`src/rtl/mem_arbiter.sv`:
```
// mem_arbiter: shares one memory port between I-cache fills, D-cache fills and
// D-cache writebacks. One transaction at a time; each ends with a one-cycle REL
// state before new grants are considered.
//
// Optional feature: define MEM_ARB_RR_EN to round-robin between the two read
// requesters. Without it, I-cache reads always beat D-cache reads.
//
// Ports:
//   clk, rst                     clock, synchronous active-high reset
//   ic_rd_req/addr, ic_rd_valid  I-cache fill request / fill data valid
//   dc_rd_req/addr, dc_rd_valid  D-cache fill request / fill data valid
//   dc_wr_req/addr/line, dc_wr_done  D-cache writeback request / complete
//   mem_rd_req/addr, mem_data_valid  memory read port
//   mem_wr_req/addr/line, mem_wr_done  memory write port
//   busy, timeout_err            not idle / one-cycle watchdog pulse
module mem_arbiter #(
    parameter int unsigned ARCH_BITS        = 32,
    parameter int unsigned MEMORY_LINE_BITS = 128,
    parameter int unsigned TIMEOUT_CYCLES   = 64
) (
    input  logic                        clk,
    input  logic                        rst,
    input  logic                        ic_rd_req,
    input  logic [ARCH_BITS-1:0]        ic_rd_addr,
    output logic                        ic_rd_valid,
    input  logic                        dc_rd_req,
    input  logic [ARCH_BITS-1:0]        dc_rd_addr,
    output logic                        dc_rd_valid,
    input  logic                        dc_wr_req,
    input  logic [ARCH_BITS-1:0]        dc_wr_addr,
    input  logic [MEMORY_LINE_BITS-1:0] dc_wr_line,
    output logic                        dc_wr_done,
    output logic                        mem_rd_req,
    output logic [ARCH_BITS-1:0]        mem_rd_addr,
    input  logic                        mem_data_valid,
    output logic                        mem_wr_req,
    output logic [ARCH_BITS-1:0]        mem_wr_addr,
    output logic [MEMORY_LINE_BITS-1:0] mem_wr_line,
    input  logic                        mem_wr_done,
    output logic                        busy,
    output logic                        timeout_err
);

    // Counter only needs to reach TIMEOUT_CYCLES-1; the timeout fires on the
    // edge that would take it to TIMEOUT_CYCLES.
    localparam int unsigned CNT_W    = (TIMEOUT_CYCLES > 1) ? $clog2(TIMEOUT_CYCLES) : 1;
    localparam int unsigned CNT_LAST = (TIMEOUT_CYCLES == 0) ? 0 : TIMEOUT_CYCLES - 1;
    localparam bit          WDOG_EN  = (TIMEOUT_CYCLES != 0);

    typedef enum logic [2:0] {
        ST_IDLE,
        ST_IC_RD,
        ST_DC_RD,
        ST_DC_WR,
        ST_REL
    } state_t;

    state_t                      state_q, state_d;
    logic [CNT_W-1:0]            cnt_q, cnt_d;
    logic [ARCH_BITS-1:0]        rd_addr_q, rd_addr_d;
    logic [ARCH_BITS-1:0]        wr_addr_q, wr_addr_d;
    logic [MEMORY_LINE_BITS-1:0] wr_line_q, wr_line_d;
    logic                        mem_rd_req_q, mem_rd_req_d;
    logic                        mem_wr_req_q, mem_wr_req_d;
    logic                        busy_q, busy_d;
    logic                        timeout_err_q, timeout_err_d;
    logic                        ic_wins;
    logic                        cmpl;

`ifdef MEM_ARB_RR_EN
    // last_rd: 1 = D-cache was the most recent read grant.
    logic last_rd_q, last_rd_d;

    // On contention the requester that did not win last time gets the port.
    always_comb begin
        ic_wins = ic_rd_req && (!dc_rd_req || last_rd_q);
    end
`else
    always_comb begin
        ic_wins = ic_rd_req;
    end
`endif

    // Next-state, latch and watchdog logic.
    always_comb begin
        state_d       = state_q;
        cnt_d         = cnt_q;
        rd_addr_d     = rd_addr_q;
        wr_addr_d     = wr_addr_q;
        wr_line_d     = wr_line_q;
        timeout_err_d = 1'b0;
        cmpl          = 1'b0;
`ifdef MEM_ARB_RR_EN
        last_rd_d     = last_rd_q;
`endif
        case (state_q)
            ST_IDLE: begin
                if (dc_wr_req) begin
                    state_d   = ST_DC_WR;
                    wr_addr_d = dc_wr_addr;
                    wr_line_d = dc_wr_line;
                    cnt_d     = '0;
                end else if (ic_wins) begin
                    state_d   = ST_IC_RD;
                    rd_addr_d = ic_rd_addr;
                    cnt_d     = '0;
`ifdef MEM_ARB_RR_EN
                    last_rd_d = 1'b0;
`endif
                end else if (dc_rd_req) begin
                    state_d   = ST_DC_RD;
                    rd_addr_d = dc_rd_addr;
                    cnt_d     = '0;
`ifdef MEM_ARB_RR_EN
                    last_rd_d = 1'b1;
`endif
                end
            end
            ST_IC_RD, ST_DC_RD, ST_DC_WR: begin
                cmpl = (state_q == ST_DC_WR) ? mem_wr_done : mem_data_valid;
                // Completion takes priority over a coincident timeout.
                if (cmpl) begin
                    state_d = ST_REL;
                end else if (WDOG_EN && (cnt_q == CNT_W'(CNT_LAST))) begin
                    state_d       = ST_REL;
                    timeout_err_d = 1'b1;
                end else begin
                    cnt_d = cnt_q + CNT_W'(1);
                end
            end
            ST_REL:  state_d = ST_IDLE;
            default: state_d = ST_IDLE;
        endcase

        mem_rd_req_d = (state_d == ST_IC_RD) || (state_d == ST_DC_RD);
        mem_wr_req_d = (state_d == ST_DC_WR);
        busy_d       = (state_d != ST_IDLE);
    end

    // State and registered outputs.
    always_ff @(posedge clk) begin
        if (rst) begin
            state_q       <= ST_IDLE;
            cnt_q         <= '0;
            rd_addr_q     <= '0;
            wr_addr_q     <= '0;
            wr_line_q     <= '0;
            mem_rd_req_q  <= 1'b0;
            mem_wr_req_q  <= 1'b0;
            busy_q        <= 1'b0;
            timeout_err_q <= 1'b0;
`ifdef MEM_ARB_RR_EN
            last_rd_q     <= 1'b1;
`endif
        end else begin
            state_q       <= state_d;
            cnt_q         <= cnt_d;
            rd_addr_q     <= rd_addr_d;
            wr_addr_q     <= wr_addr_d;
            wr_line_q     <= wr_line_d;
            mem_rd_req_q  <= mem_rd_req_d;
            mem_wr_req_q  <= mem_wr_req_d;
            busy_q        <= busy_d;
            timeout_err_q <= timeout_err_d;
`ifdef MEM_ARB_RR_EN
            last_rd_q     <= last_rd_d;
`endif
        end
    end

    // Same-cycle completion strobes; suppressed while reset abandons the transfer.
    assign ic_rd_valid = !rst && (state_q == ST_IC_RD) && mem_data_valid;
    assign dc_rd_valid = !rst && (state_q == ST_DC_RD) && mem_data_valid;
    assign dc_wr_done  = !rst && (state_q == ST_DC_WR) && mem_wr_done;

    assign mem_rd_req  = mem_rd_req_q;
    assign mem_rd_addr = rd_addr_q;
    assign mem_wr_req  = mem_wr_req_q;
    assign mem_wr_addr = wr_addr_q;
    assign mem_wr_line = wr_line_q;
    assign busy        = busy_q;
    assign timeout_err = timeout_err_q;

endmodule

```
`config.mk`:
```
export PLATFORM = sky130hd
export DESIGN_NAME = mem_arbiter
export DESIGN_NICKNAME = d
export VERILOG_FILES = /design/src/rtl/mem_arbiter.sv
export SDC_FILE = /design/constraint.sdc
export NUM_CORES = 1
export LEC_CHECK = 0
export CELL_PAD_IN_SITES_DETAIL_PLACEMENT = 0
export CELL_PAD_IN_SITES_GLOBAL_PLACEMENT = 1
export CORE_UTILIZATION = 24
export CTS_BUF_LIST = sky130_fd_sc_hd__clkbuf_8 sky130_fd_sc_hd__clkbuf_16
export DETAILED_ROUTE_END_ITERATION = 8
export GPL_TIMING_DRIVEN = 0
export PLACE_DENSITY_LB_ADDON = 0.3
export SYNTH_ARGS = -nofsm -noshare
export SYNTH_HDL_FRONTEND = slang
export SYNTH_SLANG_ARGS = --single-unit
```
`constraint.sdc`:
```
create_clock -name clk -period 1.8 [get_ports clk]
set_input_delay 0.27 -clock clk [delete_from_list [all_inputs] [get_ports clk]]
set_output_delay 0.27 -clock clk [all_outputs]
set_load 0.005 [all_outputs]
```
==> results of run 1 <==
[final timing paths]
path | startpoint | to | slack, ns | depth (start not counted)
min | ic_rd_req | mem_rd_addr[1]$_SDFFE_PP0P_ | 0.23 | 3
max reg2reg | state_q[0]$_SDFF_PP0_ | cnt_q[5]$_SDFFE_PP0P_ | 0.02 | 4
max | state_q[0]$_SDFF_PP0_ | cnt_q[5]$_SDFFE_PP0P_ | 0.02 | 4
min reg2reg | mem_wr_line[8]$_SDFFE_PP0P_ | mem_wr_line[8]$_SDFFE_PP0P_ | 0.45 | 2
[power groups by stage]
stage	Sequential [mW]	Clock (mW)	Combinational [mW]
5_1_grt	5.24	5.37	3.27
3_5_place_dp	5.27	0	2.85
2_1_floorplan	5.30	0	1.09
3_3_place_gp	5.25	0	2.85
6_report	5.18	5.02	3.00
4_1_cts	5.18	5.20	2.93
[cell type report]
class	count	area share (%)
repair buffers	439	32.36
flip-flops and latches	205	30.48
multi-input cells	647	24.48
clock buffers	28	4.946
well taps	396	3.674
plain buffers	71	2.839
clock inverters	14	1.067
inverters	5	0.1392
diodes	1	0.01856
[kinds of logic after synthesis]
kind of cell	share of synthesized area, %
multiplexers	4.497
flip-flops	54.03
AO/OA/AOI/OAI	15.70
AND/OR/NAND/NOR	21.33
adder cells (fa/ha/maj)	0.1647
buffers and inverters	4.283
[worst max-delay path, cell delays in order (launching register included)]
cell	delay (ns)
dfxtp_2	0.33
mux2_2	0.35
a211o_4	0.36
or4_4	0.53
o32ai_2	0.11
[synth_stat cells (2+ instances only)]
library cell  count  share of area, %
nand2_1         325                16
dfxtp_1         205                54
a21oi_1         163                11
clkbuf_1         53               2.6
nor2_1           42               2.1
a211oi_1         34               3.4
mux2i_1          33               4.3
buf_2            14              0.92
inv_1             5              0.25
nand3_1           5              0.33
nor4_1            4              0.33
buf_4             3              0.30
nand4_1           3              0.25
nor3_1            3              0.20
o32ai_1           3              0.35
a21boi_0          2              0.20
and2_1            2              0.16
nand3b_1          2              0.20
nor2b_1           2              0.16
o21ai_0           2              0.13
o31ai_1           2              0.20
or4_1             2              0.20
[sequential cells by signal, summed over array words and instances, names as in the netlist]
| name | cells |
|---|---|
| mem_wr_line | 128 |
| mem_rd_addr | 32 |
| mem_wr_addr | 32 |
| cnt_q | 6 |
| state_q | 3 |
| busy | 1 |
| mem_rd_req | 1 |
| mem_wr_req | 1 |
| timeout_err | 1 |
[layer usage]
metal	track usage, %	vias up	routed length, um
met3	4.558	42	2362
met5	0	-	0
met4	4.828	0	758
met2	29.87	273	13980
met1	20.06	3543	11570
li1	-	4027	-
[what timing repair did]
item,CTS,global route
pin swaps,4,2
gates resized for setup,46,48
buffers inserted,7,6
endpoints found under the setup margin,192,183
[through the flow]
stage               worst slack, ns  cell area [um2]  utilization (%)  total power [mW]
finish                      0.02212            13480            43.74             13.20
global route               -0.03799            13480            43.73             13.88
CTS                        0.006452            13290            43.11             13.31
detailed placement          -0.5670            12360            40.08             8.119
global placement            -0.5604            12360            40.08             8.103
floorplan                   0.02287             7596                -             6.384
==> impl_metrics.tcl, run 1 <==
set metrics [dict create \
    p_int_mw 9.693 \
    antenna_found_initial 1 \
    overflow 0 \
    grt_pass1_wl_um 43890 \
    finalHoldViolCount 0 \
    cp_max_fo 7 \
    vias_per_cell 4.366 \
    core_area_um2 30830 \
    power_frac_comb_pct 22.7 \
    synth_flop_cell "dfxtp_1" \
    maxSlewViolCount 0 \
    fin_crit_sh_pct 98.77 \
    violations "design-rule violations" \
    synth.avg_cell_area_um2 8.177 \
    detail_route.wl_per_cell_um 15.88 \
    fin_nets 1626 \
    cts_root_buf "clkbuf_16" \
    drt-initial-drc-count 243 \
    ctsHoldBuffers 0 \
    powerDensity_nw_per_um2 979.2 \
    dieArea_um2 32370 \
    multi_input_area_um2 3301 \
    synth_nets 1161 \
    fin_skew_ns 0.01897 \
    yosysWarnings 0 \
    drt_wl_total_um 28670 \
    slew_headroom_pct 49.34 \
    most-common-layout-cells "clkdlybuf4s50_1 (423), nand2_1 (324), dfxtp_1 (202)" \
    ff_latch_area_um2 4110 \
    fp.dieW_um 179.9 \
    fillers 3105 \
    cp_data_required_time_ns 2.23 \
    synth-edff-count 0 \
    status "complete, but fails checks" \
    cts_buffers 25 \
    maxCapViolations 0 \
    drive_gt1_share_pct 8.375 \
    grt_usage_pct 16.95 \
    hold_path_class "in2reg" \
    first_global_vias 7625 \
    whs_ns 0.2306 \
    rsz0062_at_grt "true" \
    ant_nets 0 \
    ys_types 42 \
    rows 64 \
    syn2layout_area_growth_pct 77.52 \
    grt_max_degree 13 \
    dp_hpwl_um 21200 \
    worstSetupStartpointType "flop" \
    die_h_um 179.9 \
    drtPass1Iterations 8 \
    switching_share_pct 26.59 \
    layout.cells.non_filler 1806 \
    synth_cells 929 \
    clk_path_buf_depth 3 \
    clk_pin_slew_ns 0.06 \
    clk_latency_ns 0.53 \
    tns_ns 0 \
    peakVddDrop_mv 0.5694 \
    synth_area_um2 7596 \
    p_seq_share_pct 39.2 \
    power.share.clock_pct 38.0 \
    htreeDepth 1 \
    ys_seq_area_share_pct 54.03 \
    p_leak_nw 5.009 \
    portBuffers 426 \
    clock-sinks 205 \
    post-route-drc-count 48 \
    tightest_slew_ns 0.7600 \
    io_pins 430 \
    tritoncts "done" \
    max_freq_ghz 0.5625 \
    critPathArrivalTime_ns 2.21 \
    fin_crit_ns 1.778 \
    setup_viol 0 \
    layout_commonest_cell "clkdlybuf4s50_1" \
    endpoint_kind "flop" \
    routabilityCongestion 0.7590 \
    power_switching_mw 3.511 \
    async_flop_share_pct 0 \
    yosys_register_bits 205 \
    vias 7885 \
    place_inst 1751 \
    start_util_pct 24.64 \
    critPathKind "reg2reg" \
]
Power figures use the tool's default switching activity.
==> run 2, diff against run 1 <==
Settings changed: SETUP_SLACK_MARGIN from default to 0.15.
==> run 2 against run 1 <==
The flow still finishes with violations (design-rule violations); setup slack better by 0.012 ns; clock power up 2%; critical path depth up 4; critical path type unchanged; largest cell class unchanged; cell area up 6.4%.
==> impl_metrics.tcl, run 2 (synthesis results as in run 1) <==
set metrics [dict create \
    status "complete, but fails checks" \
    violations "design-rule violations" \
    most-common-layout-cells "nand2_1 (323), clkdlybuf4s50_1 (250), dfxtp_1 (191)" \
    hold_start "dc_wr_line[103]" \
    die_h_um 179.9 \
    antenna_found_initial 0 \
    setup_viol 0 \
    clk_pin_slew_ns 0.06 \
    dp_hpwl_um 21600 \
    core_area_um2 30830 \
    drtPass1Iterations 9 \
    fin_skew_ns 0.01988 \
    cts_buffers 25 \
    maxSlewViolCount 0 \
    maxCapViolations 0 \
    crit_start "state_q[0]$_SDFF_PP0_" \
    drt-initial-drc-count 375 \
    clock-sinks 205 \
    start_util_pct 24.64 \
    critPathArrivalTime_ns 2.13 \
    dieArea_um2 32370 \
    grt_usage_pct 17.85 \
    cp_max_fo 7 \
    grt_max_degree 13 \
    detail_route.wl_per_cell_um 16.75 \
    ant_nets 0 \
    ff_latch_area_um2 4121 \
    finalPower_mw 13.73 \
    syn2layout_area_growth_pct 88.96 \
    worstSetupStartpointType "flop" \
    clk_latency_ns 0.53 \
    worstReg2RegStart "state_q[0]$_SDFF_PP0_" \
    vias 8143 \
    drt_wl_total_um 30810 \
    endpoint_kind "flop" \
    fin_nets 1657 \
    vias_per_cell 4.428 \
    io_pins 430 \
    grt_pass1_wl_um 45800 \
    hold_path_class "in2reg" \
    clk_path_buf_depth 3 \
    cp_data_required_time_ns 2.16 \
    finalHoldViolCount 0 \
    fillers 3035 \
    post-route-drc-count 25 \
    diodes 0 \
    fin_crit_sh_pct 98.12 \
    cts_root_buf "clkbuf_16" \
    final_core_util_pct 46.56 \
    placed_cell_area_um2 12380 \
    multi_input_area_um2 3551 \
    tritoncts "done" \
    fin_crit_ns 1.766 \
    overflow 0 \
    drive_gt1_share_pct 15.45 \
    peakVddDrop_mv 0.5516 \
    rows 64 \
    layout_commonest_cell "nand2_1" \
    design_area_um2 14350 \
    htreeDepth 1 \
    powerDensity_nw_per_um2 956.5 \
    p_leak_nw 6.353 \
    fp.dieW_um 179.9 \
    tightest_slew_ns 0.7838 \
    portBuffers 426 \
    critPathKind "reg2reg" \
    slew_headroom_pct 47.75 \
    first_global_vias 7889 \
    max_freq_ghz 0.5662 \
    largest_reg_flops 128 \
    rsz0062_at_grt "true" \
    routabilityCongestion 0.7691 \
]
[run 2: cell count changes in the layout (fill, tap and decap cells not counted), sizes merged, moves of 2 or more]
cell	before	now
clkdlybuf4s50	423	250
dlygate4sd2	0	154
buf	30	76
dlymetal6s2s	0	19
clkbuf	84	72
clkinv	3	5
inv	13	11
[run 2: worst paths after layout]
check	end	slack (ns)	cells after the start
worst max-delay path	mem_rd_addr[12]$_SDFFE_PP0P_	0.03	8
worst max register to register	mem_rd_addr[12]$_SDFFE_PP0P_	0.03	8
worst min-delay path	mem_wr_line[103]$_SDFFE_PP0P_	0.29	3
worst min register to register	mem_wr_line[24]$_SDFFE_PP0P_	0.45	2
[run 2: power by group]
group          leakage [nW]  total [mW]  switching [mW]  internal, mW
clock network         0.437        5.14            1.98          3.15
logic                  4.23        3.40            1.53          1.87
registers              1.69        5.19           0.223          4.97
[run 2: area by class of cell]
class | count | share of cell area (%)
tap | 396 | 3.452
inverter | 5 | 0.1308
clock inverter | 15 | 1.046
timing repair buffer | 469 | 32.94
sequential | 205 | 28.71
clock buffer | 30 | 4.838
multi-input combinational | 647 | 24.74
buffer | 72 | 4.141
[run 2: worst max-delay path, cell delays in order, from the launching register on]
cell       delay (ns)
dfxtp_2          0.33
buf_6            0.13
or3_4            0.39
nor3_4           0.20
buf_12           0.18
buf_6            0.10
buf_6            0.10
clkbuf_16        0.14
a211oi_2         0.06
[run 2: what timing repair did]
action,4_1_cts,5_1_grt
buffers inserted,25,5
gates cloned,5,8
resized for setup,265,166
pin swaps,21,25
setup endpoints to repair,359,225
hold buffers,0,0
[run 2: per-layer routing]
metal | vias to the layer above | track usage (%) | part of all wire, %
met1 | 3708 | 21.02 | 41
met4 | 0 | 4.862 | 2.3
met3 | 49 | 4.720 | 8.0
met2 | 296 | 31.74 | 49
met5 | - | 0 | 0
li1 | 4090 | - | -
[run 2: metrics by stage]
| stage | hold WS [ns] | setup WS (ns) | TNS (ns) | cells |
|---|---|---|---|---|
| global route | 0.2753 | -0.04888 | -0.1492 | 1839 |
| floorplan | 0.4060 | 0.1339 | 0 | 929 |
| global placement | 0.4408 | -0.6185 | -60.88 | 1751 |
| CTS | 0.2443 | 0.01941 | 0 | 1826 |
| detailed placement | 0.4453 | -0.6511 | -68.82 | 1751 |
| finish | 0.2901 | 0.03386 | 0 | 1839 |
==> patch (flow settings as in run 1) <==
The output `mem_wr_req` loses its register stage (`mem_wr_req_q` becomes a continuous assignment).
--- a/src/rtl/mem_arbiter.sv
+++ b/src/rtl/mem_arbiter.sv
@@ -147,5 +147,4 @@
             wr_line_q     <= '0;
             mem_rd_req_q  <= 1'b0;
-            mem_wr_req_q  <= 1'b0;
             busy_q        <= 1'b0;
             timeout_err_q <= 1'b0;
@@ -160,5 +159,4 @@
             wr_line_q     <= wr_line_d;
             mem_rd_req_q  <= mem_rd_req_d;
-            mem_wr_req_q  <= mem_wr_req_d;
             busy_q        <= busy_d;
             timeout_err_q <= timeout_err_d;
@@ -168,4 +166,6 @@
         end
     end
+
+    assign mem_wr_req_q = mem_wr_req_d;
 
     // Same-cycle completion strobes; suppressed while reset abandons the transfer.
Behaviour: not the same (Yosys sat finds a counterexample within 4 cycles, from zero or initial values and one cycle with rst high).
==> patch against run 1 <==
- the flow finishes with violations (negative setup slack)
- setup slack lost 0.20 ns
- final area shrank 0.96%
- synthesized area down 1.4%
- wire length is 3.4% higher
- total power up 3.4%
- non-clock buffer count is 3 higher
- core utilization decreased by 0.19 points
- sequential cell count decreased by 1
- largest cell class unchanged
==> patch: results (changes against run 1) <==
Timing
  – Slew @ Worst Pin: 0.785 ns (+0.0253 ns)
  – Worst hold margin: 0.234 ns (+0.00371 ns)
  – Final Skew: 0.00765 ns (-0.0113 ns)
  – TNS Setup: -0.375 ns (-0.375 ns)
  – Fin worst setup slack: -0.181 ns (-0.203 ns)
  – Finish-stage setup viols: 4 (+4)

Placement
  – Pre-CTS WS: -1.23 ns (-0.663 ns)
  – GPL Wtd Cong: 0.800 (+5.4%)
  – Placed Area: 12300 µm² (-0.76%)
  – Count of input and output buffers: 427 (+0.23%)
  – Placed cell count: 1740 (-0.63%)

Setup path
  – Worst setup endpoint: mem_wr_req
  – FF-to-FF setup slack: -0.06 ns (-0.08 ns)
  – Crit. Startpoint: cnt_q[0]
  – RR Endpoint: cnt_q[4]
  – Critical path fanouts, max: 2 (-5)
  – Worst Reg2Reg Path Length in Cells: 6 (+2)
  – Critical Path AT: 1.71 ns (-0.50 ns)

Detailed routing
  – Routed met2 length: 14600 µm (+4.1%)
  – Final wirelength: 29700 µm (+3.4%)
  – DRT met1 WL: 11600 µm (+0.39%)
  – Routed vias/inst: 4.31 (-1.2%)
  – Detailed route wirelength on metal3: 2830 µm (+20%)
  – DR pass1 iterations: 4 (-4)
  – Top sig layer: met4
  – Starting DRT DRC Count: 258 (+6.2%)

Global routing
  – Met1 GRT Util: 19.1% (-0.96 points)
  – Met3 Usage GRT: 6.21% (+1.7 points)
  – Total GRT Usage: 17.4% (+0.50 points)
  – Global-route wire length before repair: 42700 µm (-2.8%)
  – Vias in the first global route: 7479 (-1.9%)
  – GRT met2 Usage: 31.7% (+1.8 points)

Power
  – LEAKAGE: 0.00495 µW (-1.2%)
  – Maximum vdd drop: 0.000706 V (+24%)
  – Net Sw Frac: 27.8% (+1.2 points)

Synth
  – Cells after Synth: 917 (-1.3%)
  – Synth area leaders: dfxtp_1 55%, nand2_1 16%, a21oi_1 11%
  – Mapped Nets: 1149 (-1.0%)
  – Synth warn: 0 (unchanged)
  – Synth cell types: 35 (-17%)
  – Commonest cells post-synth: 327 x nand2_1, 204 x dfxtp_1, 165 x a21oi_1
  – Post-synthesis sequential area ratio: 54.5% (+0.48 points)

Final layout
  – Finished Layout Cells: 1800 (-0.33%)
  – Fill count: 3076 (-0.93%)
  – Nets: 1620 (-0.37%)

Status
  – Failing checks: negative setup slack
  – Status: finished, violations left

Worst hold path
  – Hold Path End: cnt_q[1]
  – HP Start: rst

Clock network
  – Num CTS Buffers: 26 (+4.0%)
-- patch: cell count changes in the layout (fill, tap and decap cells not counted), sizes merged, moves of 3 or more --
| cell | run 1 | this run |
|---|---|---|
| buf | 30 | 40 |
| bufinv | 3 | 0 |
| nor4 | 5 | 2 |
| nor2 | 42 | 38 |
| o211ai | 0 | 4 |
| nand4 | 3 | 0 |
| o32ai | 3 | 0 |
| o31a | 0 | 3 |
-- patch: cell type report --
cell class	count	area, µm²	share of cell area [%]
repair buffers	444	4390	32.9
flip-flops and latches	204	4100	30.7
multi-input cells	638	3210	24.1
clock buffers	34	772	5.78
well taps	396	495	3.71
plain buffers	69	333	2.49
clock inverters	8	32.5	0.244
inverters	5	18.8	0.141
diodes	2	5.00	0.0375
-- patch: power groups by stage --
stage / combinational (µW) / sequential, µW / clock (µW)
global route: 3790 / 5380 / 5210
detailed placement: 3320 / 5400 / 0
floorplan: 1260 / 5420 / 0
finish: 3450 / 5320 / 4890
CTS: 3440 / 5320 / 5080
global placement: 3320 / 5380 / 0
-- patch: kinds of logic (layout without fill, tap and decap cells) --
family | after synthesis | in the layout | share of synthesized area, %
other cells | 0 | 2 | 0
simple gates | 389 | 389 | 20.5
buf+inv | 75 | 560 | 4.17
compound gates | 213 | 213 | 15.9
fa+ha+maj | 1 | 1 | 0.167
flops | 204 | 204 | 54.5
mux | 35 | 35 | 4.76
-- patch: critical path, stage by stage (launching register included) --
cell     delay [ns]
dfxtp_2        0.33
ha_4           0.16
and3_4         0.17
and3_4         0.18
o31ai_4        0.17
buf_2          0.17
-- patch: what timing repair did --
action                     4_1_cts  5_1_grt
setup endpoints to repair      200       62
pin swaps                        8       10
resized for setup               55       20
setup buffers                   10        7
